[src/rtl/lane_engine.sv]
`timescale 1ns/1ps
`default_nettype none
// lane_engine: scrolling obstacle lanes with a registered pixel colour and a
// per-frame sequential frog/obstacle collision scan, one (lane, object) pair per cycle.
module lane_engine #(
  parameter int NUM_LANES    = 4,
  parameter int OBJ_PER_LANE = 2,
  parameter int OBJ_WIDTH    = 64,
  parameter int LANE_HEIGHT  = 32,
  parameter int LANE_Y0      = 64,
  parameter int SCREEN_W     = 640,
  parameter logic [5:0] OBJ_COLOR = 6'b110000,
  localparam int LW = (NUM_LANES > 1) ? $clog2(NUM_LANES) : 1
) (
  input  logic                   clk,
  input  logic                   rst_n,
  input  logic                   frame_tick,
  input  logic                   enable,
  input  logic [NUM_LANES*3-1:0] speed_cfg,
  input  logic [NUM_LANES-1:0]   dir_cfg,
  input  logic [9:0]             colPos,
  input  logic [9:0]             rowPos,
  input  logic [9:0]             frog_x,
  input  logic [9:0]             frog_y,
  input  logic [5:0]             frog_size,
  output logic [5:0]             color,
  output logic                   collision,
  output logic [LW-1:0]          hit_lane
);
  localparam int NPAIR = NUM_LANES * OBJ_PER_LANE;
  localparam int IW    = (NPAIR > 1) ? $clog2(NPAIR) : 1;
  localparam logic [10:0]   W11     = 11'(SCREEN_W);
  localparam logic [10:0]   OW11    = 11'(OBJ_WIDTH);
  localparam logic [10:0]   SPACING = 11'(SCREEN_W / OBJ_PER_LANE);
  localparam logic [IW-1:0] LAST    = IW'(NPAIR - 1);

  typedef enum logic [1:0] {IDLE = 2'd0, SCAN = 2'd1, DONE = 2'd2} state_t;
  state_t state, state_nx;

  logic [9:0]       off    [NUM_LANES];
  logic [9:0]       off_nx [NUM_LANES];
  logic [10:0]      obj_x  [NPAIR];
  logic [NPAIR-1:0] pair_hit;
  logic             pix_on;
  logic [IW-1:0]    idx;
  logic             hit_any;
  logic [LW-1:0]    hit_lane_lat;
  logic [LW-1:0]    lane_of_idx;
  logic [10:0]      spd, cur, sum, st, y_lo, y_hi;
  logic [10:0]      fx, fx_end, fy, fy_end, px, py;

  // All extents are 11 bits so a frog past the right edge or row 479 never wraps.
  assign fx     = {1'b0, frog_x};
  assign fx_end = fx + {5'd0, frog_size};
  assign fy     = {1'b0, frog_y};
  assign fy_end = fy + {5'd0, frog_size};
  assign px     = {1'b0, colPos};
  assign py     = {1'b0, rowPos};
  assign lane_of_idx = LW'(int'(idx) / OBJ_PER_LANE);

  // Overlap of [lo,hi) with an obstacle starting at st; a wrapped obstacle is two segments.
  function automatic logic seg_hit(input logic [10:0] s, input logic [10:0] lo,
                                   input logic [10:0] hi);
    logic [10:0] en;
    en = s + OW11;
    if (en > W11) seg_hit = ((lo < W11) && (s < hi)) || (lo < (en - W11));
    else          seg_hit = (lo < en) && (s < hi);
  endfunction

  always_comb begin
    spd = '0;
    cur = '0;
    sum = '0;
    for (int i = 0; i < NUM_LANES; i++) begin
      spd = {8'd0, speed_cfg[3*i +: 3]};
      cur = {1'b0, off[i]};
      if (dir_cfg[i]) begin
        sum = cur + spd;
        if (sum >= W11) sum = sum - W11;
      end else if (cur >= spd) begin
        sum = cur - spd;
      end else begin
        sum = cur + W11 - spd;
      end
      off_nx[i] = sum[9:0];
    end
  end

  always_comb begin
    st = '0;
    for (int i = 0; i < NUM_LANES; i++) begin
      for (int k = 0; k < OBJ_PER_LANE; k++) begin
        st = {1'b0, off[i]} + 11'(k) * SPACING;
        if (st >= W11) st = st - W11;
        obj_x[i*OBJ_PER_LANE + k] = st;
      end
    end
  end

  always_comb begin
    pix_on   = 1'b0;
    pair_hit = '0;
    y_lo     = '0;
    y_hi     = '0;
    for (int i = 0; i < NUM_LANES; i++) begin
      y_lo = 11'(LANE_Y0 + i * LANE_HEIGHT);
      y_hi = y_lo + 11'(LANE_HEIGHT);
      for (int k = 0; k < OBJ_PER_LANE; k++) begin
        if ((py >= y_lo) && (py < y_hi) && seg_hit(obj_x[i*OBJ_PER_LANE + k], px, px + 11'd1))
          pix_on = 1'b1;
        if ((frog_size != 6'd0) && (fy < y_hi) && (y_lo < fy_end) &&
            seg_hit(obj_x[i*OBJ_PER_LANE + k], fx, fx_end))
          pair_hit[i*OBJ_PER_LANE + k] = 1'b1;
      end
    end
  end

  always_ff @(posedge clk or negedge rst_n) begin
    if (!rst_n) begin
      for (int i = 0; i < NUM_LANES; i++) off[i] <= '0;
    end else if (frame_tick && enable) begin
      for (int i = 0; i < NUM_LANES; i++) off[i] <= off_nx[i];
    end
  end

  always_ff @(posedge clk or negedge rst_n) begin
    if (!rst_n) state <= IDLE;
    else        state <= state_nx;
  end

  // A tick in any state restarts the scan, which silently drops a partial result.
  always_comb begin
    state_nx = state;
    case (state)
      IDLE:    if (frame_tick) state_nx = SCAN;
      SCAN:    if (frame_tick) state_nx = SCAN;
               else if (idx == LAST) state_nx = DONE;
      DONE:    state_nx = frame_tick ? SCAN : IDLE;
      default: state_nx = IDLE;
    endcase
  end

  always_ff @(posedge clk or negedge rst_n) begin
    if (!rst_n) begin
      idx          <= '0;
      hit_any      <= 1'b0;
      hit_lane_lat <= '0;
      collision    <= 1'b0;
      hit_lane     <= '0;
      color        <= '0;
    end else begin
      color     <= pix_on ? OBJ_COLOR : 6'd0;
      collision <= (state == DONE) && !frame_tick && hit_any;
      if (frame_tick) begin
        idx          <= '0;
        hit_any      <= 1'b0;
        hit_lane_lat <= '0;
      end else if (state == SCAN) begin
        if (idx != LAST) idx <= idx + 1'b1;
        // Lane-major scan order makes the first hit the lowest-indexed lane.
        if (pair_hit[idx] && !hit_any) begin
          hit_any      <= 1'b1;
          hit_lane_lat <= lane_of_idx;
        end
      end
      if ((state == DONE) && !frame_tick) hit_lane <= hit_any ? hit_lane_lat : '0;
    end
  end

endmodule
`default_nettype wire
[config.mk]
export PLATFORM = sky130hd
export DESIGN_NAME = lane_engine
export DESIGN_NICKNAME = d
export VERILOG_FILES = /design/src/rtl/lane_engine.sv
export SDC_FILE = /design/constraint.sdc
export NUM_CORES = 1
export LEC_CHECK = 0
export ABC_AREA = 1
export BUFFER_PORTS_ARGS = -buffer_cell sky130_fd_sc_hd__buf_2
export CAP_MARGIN = 15
export CORE_ASPECT_RATIO = 0.5
export CORE_MARGIN = 3
export CORE_UTILIZATION = 60
export DETAILED_ROUTE_END_ITERATION = 8
export PLACE_DENSITY = 0.8
export SETUP_SLACK_MARGIN = 0.3
export SLEW_MARGIN = 10
export SYNTH_ARGS = -nofsm -noshare
export SYNTH_HDL_FRONTEND = slang
export SYNTH_SLANG_ARGS = --single-unit
[constraint.sdc]
create_clock -name clk -period 7.5 [get_ports clk]
set_input_delay 0.75 -clock clk [delete_from_list [all_inputs] [get_ports clk]]
set_output_delay 0.75 -clock clk [all_outputs]
set_load 0.02 [all_outputs]
[After elaboration in Yosys (flattened, before gate mapping)]
Cells that the tools add are included.
Operators by class
  magnitude comparators: 91
  equality and inequality tests: 6
  $add $sub $neg: 52
  muxes and demuxes: 70
  reductions and logical operators: 90
Operators by type and width (count)
  less-than comparator 10 x 11 -> 1 bit: 32
  less-than comparator 11 bit: 16
  subtractor 11 x 10 -> 11 bit, second input constant: 12
  2-to-1 mux 10 bit: 12
  adder 11 x 7 -> 11 bit, second input constant: 8
  greater-or-equal comparator 11 x 10 -> 1 bit, second input constant: 8
  > comparator 11 x 10 -> 1 bit, second input constant: 8
  2-to-1 mux 11 bit: 8
  subtractor 10 x 3 -> 10 bit: 8
  logical AND 1 bit: 64
  less-than comparator 10 x 8 -> 1 bit, second input constant: 6
  adder 10 x 3 -> 11 bit: 4
  adder 10 x 9 -> 11 bit, second input constant: 4
  subtractor 10 x 10 -> 11 bit, second input constant: 4
  adder 10 bit, second input constant: 4
  greater-or-equal comparator 10 bit, second input constant: 4
  greater-or-equal comparator 10 x 3 -> 1 bit: 4
  subtractor 10 bit, second input constant: 4
  2-to-1 mux 1 bit: 37
  adder 10 x 6 -> 11 bit: 2
  less-than comparator 7 x 11 -> 1 bit, first input constant: 2
  less-than comparator 8 x 11 -> 1 bit, first input constant: 2
  greater-or-equal comparator 10 x 7 -> 1 bit, second input constant: 2
  greater-or-equal comparator 10 x 8 -> 1 bit, second input constant: 2
  other kinds (21): 52
Word-level totals
  output and inout bits: 9
  bits in registers: 57
  input bits: 66

[Logic depth before layout (Yosys ltp)]
  word-level depth: 17
  mapped depth: 31

[Worst setup path before layout]
No wires, ideal clock.
  path kind: register to register
  from: register off[26] (netlist name)
  to: register hit_lane_lat[0]
  required time: 7.383 ns
  stages on the path, launching flop included: 28
  clock period less this slack: 4.166 ns
  setup slack: 3.334 ns
  library setup time: 0.117 ns
  arrival time: 4.048 ns
  path buffers: 0
  path through: dfrtp_1 > clkinv_1 > ha_1 > inv_1 > ha_1 > nand2_1 > nand2_2 > nand2_2 > nand2_1 > nand2_2 > ha_1 > inv_1 > nand3_1 > nand2_1 > ha_1 > ha_1 > o21ai_0 > nand2_1 > a21oi_1 > nor2_1 > nand2_1 > nand2_1 > a21oi_1 > nor2_2 > nor2_4 > nand2_4 > nand3_1 > nand2_1
Between the ends
  word-level cells in the longest chain between the ends: 15
  elaborated cells on any way between the ends: 36
RTL lines
  from (decl): RTL line 40  | logic [9:0] off [NUM_LANES];
  adder 10 x 9 -> 11 bit: RTL line 93  | st = {1'b0, off[i]} + 11'(k) * SPACING;
  subtractor 11 x 10 -> 11 bit / greater-or-equal comparator 11 x 10 -> 1 bit (equally long branches): RTL line 94  | if (st >= W11) st = st - W11;
  2-to-1 mux 11 bit: RTL line 94
  adder 11 x 7 -> 11 bit: RTL line 65  | en = s + OW11;
  subtractor 11 x 10 -> 11 bit: RTL line 66  | if (en > W11) seg_hit = ((lo < W11) && (s < hi)) || (lo < (en - W11));
  less-than comparator 10 x 11 -> 1 bit: RTL line 66
  logical OR 1 bit: RTL line 66
  2-to-1 mux 1 bit: RTL line 66
  logical AND 1 bit: RTL line 111  | if ((frog_size != 6'd0) && (fy < y_hi) && (y_lo < fy_end) &&
  2-to-1 mux 1 bit: RTL line 111
  binary-select mux 1 bit (select 3 bit) *: RTL line 161  | if (pair_hit[idx] && !hit_any) begin
  2-to-1 mux 1 bit (implied by the code) *: RTL line 161
  logical AND 1 bit *: RTL line 161
  nonzero test 2 bit (no line) *
  AND reduction 2 bit (no line) *
  to (signal assigned): RTL line 163  | hit_lane_lat <= lane_of_idx;
  to (decl): RTL line 47  | logic [LW-1:0] hit_lane_lat;
Every way passes the cells marked *; elsewhere a longest branch is shown, timed or not. The select of a mux whose other input is x is not followed.
A chain may end at the register's enable or synchronous reset.

[Worst setup path after layout]
  from: register off[36] (netlist name)
  to: register hit_lane_lat[1]
The elaborated chain is that of the path after synthesis.

==> impl_metrics.ini <==
[synthesis]
synth_flop_cell = dfrtp_1
ys_async_sr_fraction = 1.00
syn_area_per_cell_sq_um = 6.82
netlist_top_cells_area = ha_1 33%, nand2_1 11%, inv_1 7.7%
yosysUniqueCellTypes = 60
synth_edf_count = 0
yosysWarnings = 0
synth_top_area_cell = ha_1
synth_top_area_share = 0.332
synth_common_cells = 501 x nand2_1, 453 x ha_1, 348 x inv_1
ys_seq_area_frac = 0.0762
synthMostInstantiatedCell = nand2_1
ys_seq_elements = 52
syn_inst = 2501
netlist_area_sq_um = 17100

[global_route]
grt_usage = 0.316
antenna_found_initial = 0
grt_max_degree = 66
grt_first_pass_wirelength_um = 78900
first_global_vias = 15700
grt_overflow_total = 0

[critical_path]
slowest_stage = clkinv_1
crit_fanout = 17
critPathKind = reg2reg
crit_arrival_ps = 5510
critPathRequiredTime_ps = 7780
critPathLaunchType = flop
endpoint_kind = flop
cpMostUsedCell = nand2_1
crit_path_max_incr_delay_ps = 680

[clock_tree]
cts-hold-fix-buffers = 0
clock_latency_ps = 330
path_clk_slew_ps = 90
ctsResizeCount = 0
clock_sinks = 52
cts_tree = done
htree_levels = 2
cts_made_buffers = 5
cts_buffer_depth = 2
cts_root_buf = clkbuf_16
cts_setup_buffers = 0

[timing]
finalHoldViolCount = 0
slew_viol_final = 0
tns_ps = 0
clock.fmax_ghz = 0.191
tightest_slew_ps = 1230
finalCritPeriodShare = 0.698
relSlewSlack = 0.175
finalSetupViolations = 0
fin_skew_ps = 10.4
finalCriticalPeriod_ps = 5230
rsz0062_at_grt = false

[route]
routedWlPerCell_um = 16.7
dr.pass1.iters = 6
dr.first_iter.drc_count = 1399
viasPerCell = 5.81
ant_nets = 0
drcViolationCount = 0
routed_wl_um = 49100
num_vias = 17100

[placement]
port_buffers = 65
hpwl_um = 38800
place.gp.congestion = 0.975

[floorplan]
ios = 75
dieArea_sq_um = 30600
core_area_sq_um = 27200
die_width_um = 245
die_y_um = 125
start_util = 0.627
rows = 42

[cells_and_area]
drive_gt1_frac = 0.0808
nFillCells = 2518
diodes = 0
nNetsFinal = 3099
area_growth_pct = 5.37

[worst_hold_path]
holdCritPathClass = reg2reg

[run]
max_cap_violations = 0

[status]
status = completed
placed cells by master (no fill, tap or decap), types with 5 or more instances in the layout:
master     Yosys  layout
a211oi_1       7       7
a21o_1         9       9
a21oi_1      182     182
a221oi_1       6       6
a31oi_1        9       9
buf_2          2      65
buf_4          5      11
clkbuf_16      0       5
dfrtp_1       52      52
fa_1          18      18
ha_1         453     453
inv_1        348     347
inv_2         25      26
nand2_1      501     501
nand2_2       44      44
nand2_4       11      11
nand3_1      175     175
nand3_2       12      12
nand3b_1      18      18
nand4_1       34      34
nor2_1       158     158
nor2_2         6       6
nor3_1        24      24
nor4_1        20      20
o211ai_1      33      33
o21a_1         7       7
o21ai_0      126     126
o21bai_1      16      16
o221ai_1       9       9
o31ai_1       13      13
or2_2          6       6
xnor2_1       12      12
xor2_1        83      83
final timing paths:
path                           from               to  slack (ps)  cells after the start
max in group asynchronous     rst_n          off[15]        6380                      2
hold / removal             state[1]         state[0]         470                      1
hold reg to reg            state[1]         state[0]         470                      1
min in group asynchronous     rst_n          off[27]         580                      2
setup reg to reg            off[36]  hit_lane_lat[1]        2270                     28
setup / recovery            off[36]  hit_lane_lat[1]        2270                     28
worst max-delay path, delay by kind of cell (launching register included):
kind,cells,cell delay (ps)
simple gates,20,1800
fa+ha+maj,5,1750
buf+inv,2,780
flops,1,670
compound gates,1,160
through the flow:
step | hold WS, ps | setup slack, ps | instances | instance area [sq um] | utilization
after floorplan | 440 | 3330 | 2504 | 17100 | -
after global placement | 453 | 2520 | 2929 | 17800 | 0.655
after detailed placement | 465 | 2440 | 2929 | 17800 | 0.655
after CTS | 475 | 2380 | 2937 | 18000 | 0.661
after global routing | 492 | 1900 | 2937 | 18000 | 0.661
final | 474 | 2270 | 2937 | 18000 | 0.661
routing by layer:
layer | routed length (um) | global-route usage | share of wire | up-vias
met2 | 20900 | 0.500 | 0.42 | 570
met5 | 0 | 0 | 0 | -
met1 | 22900 | 0.443 | 0.47 | 7862
li1 | - | - | - | 8542
met4 | 1310 | 0.0929 | 0.027 | 0
met3 | 4070 | 0.0513 | 0.083 | 98
cells by family after synthesis:
family          Yosys count  synth area share
simple gates           1025             0.274
fa+ha+maj               471             0.353
compound gates          454             0.157
buf+inv                 402            0.0896
xor+xnor                 96            0.0497
flops                    52            0.0762
other cells               1          0.000220
registers in the layout, indices dropped and copies added, names as in the netlist:
| register | count |
|---|---|
| collision | 1 |
| color | 1 |
| cur | 10 |
| hit_any | 1 |
| hit_lane | 2 |
| hit_lane_lat | 2 |
| idx | 3 |
| off | 30 |
| state | 2 |
layout make-up:
type	count	area, sq um	share of cell area
clock buffer	5	125	0.00696
clock inverter	3	18.8	0.00104
inverter	377	1420	0.0787
multi-input combinational	2050	14200	0.792
sequential	52	1300	0.0724
tap	374	468	0.0260
timing repair buffer	76	408	0.0227
Power is not shown: default switching activity piles up to over one toggle a cycle in this logic, so the estimate is an artifact.
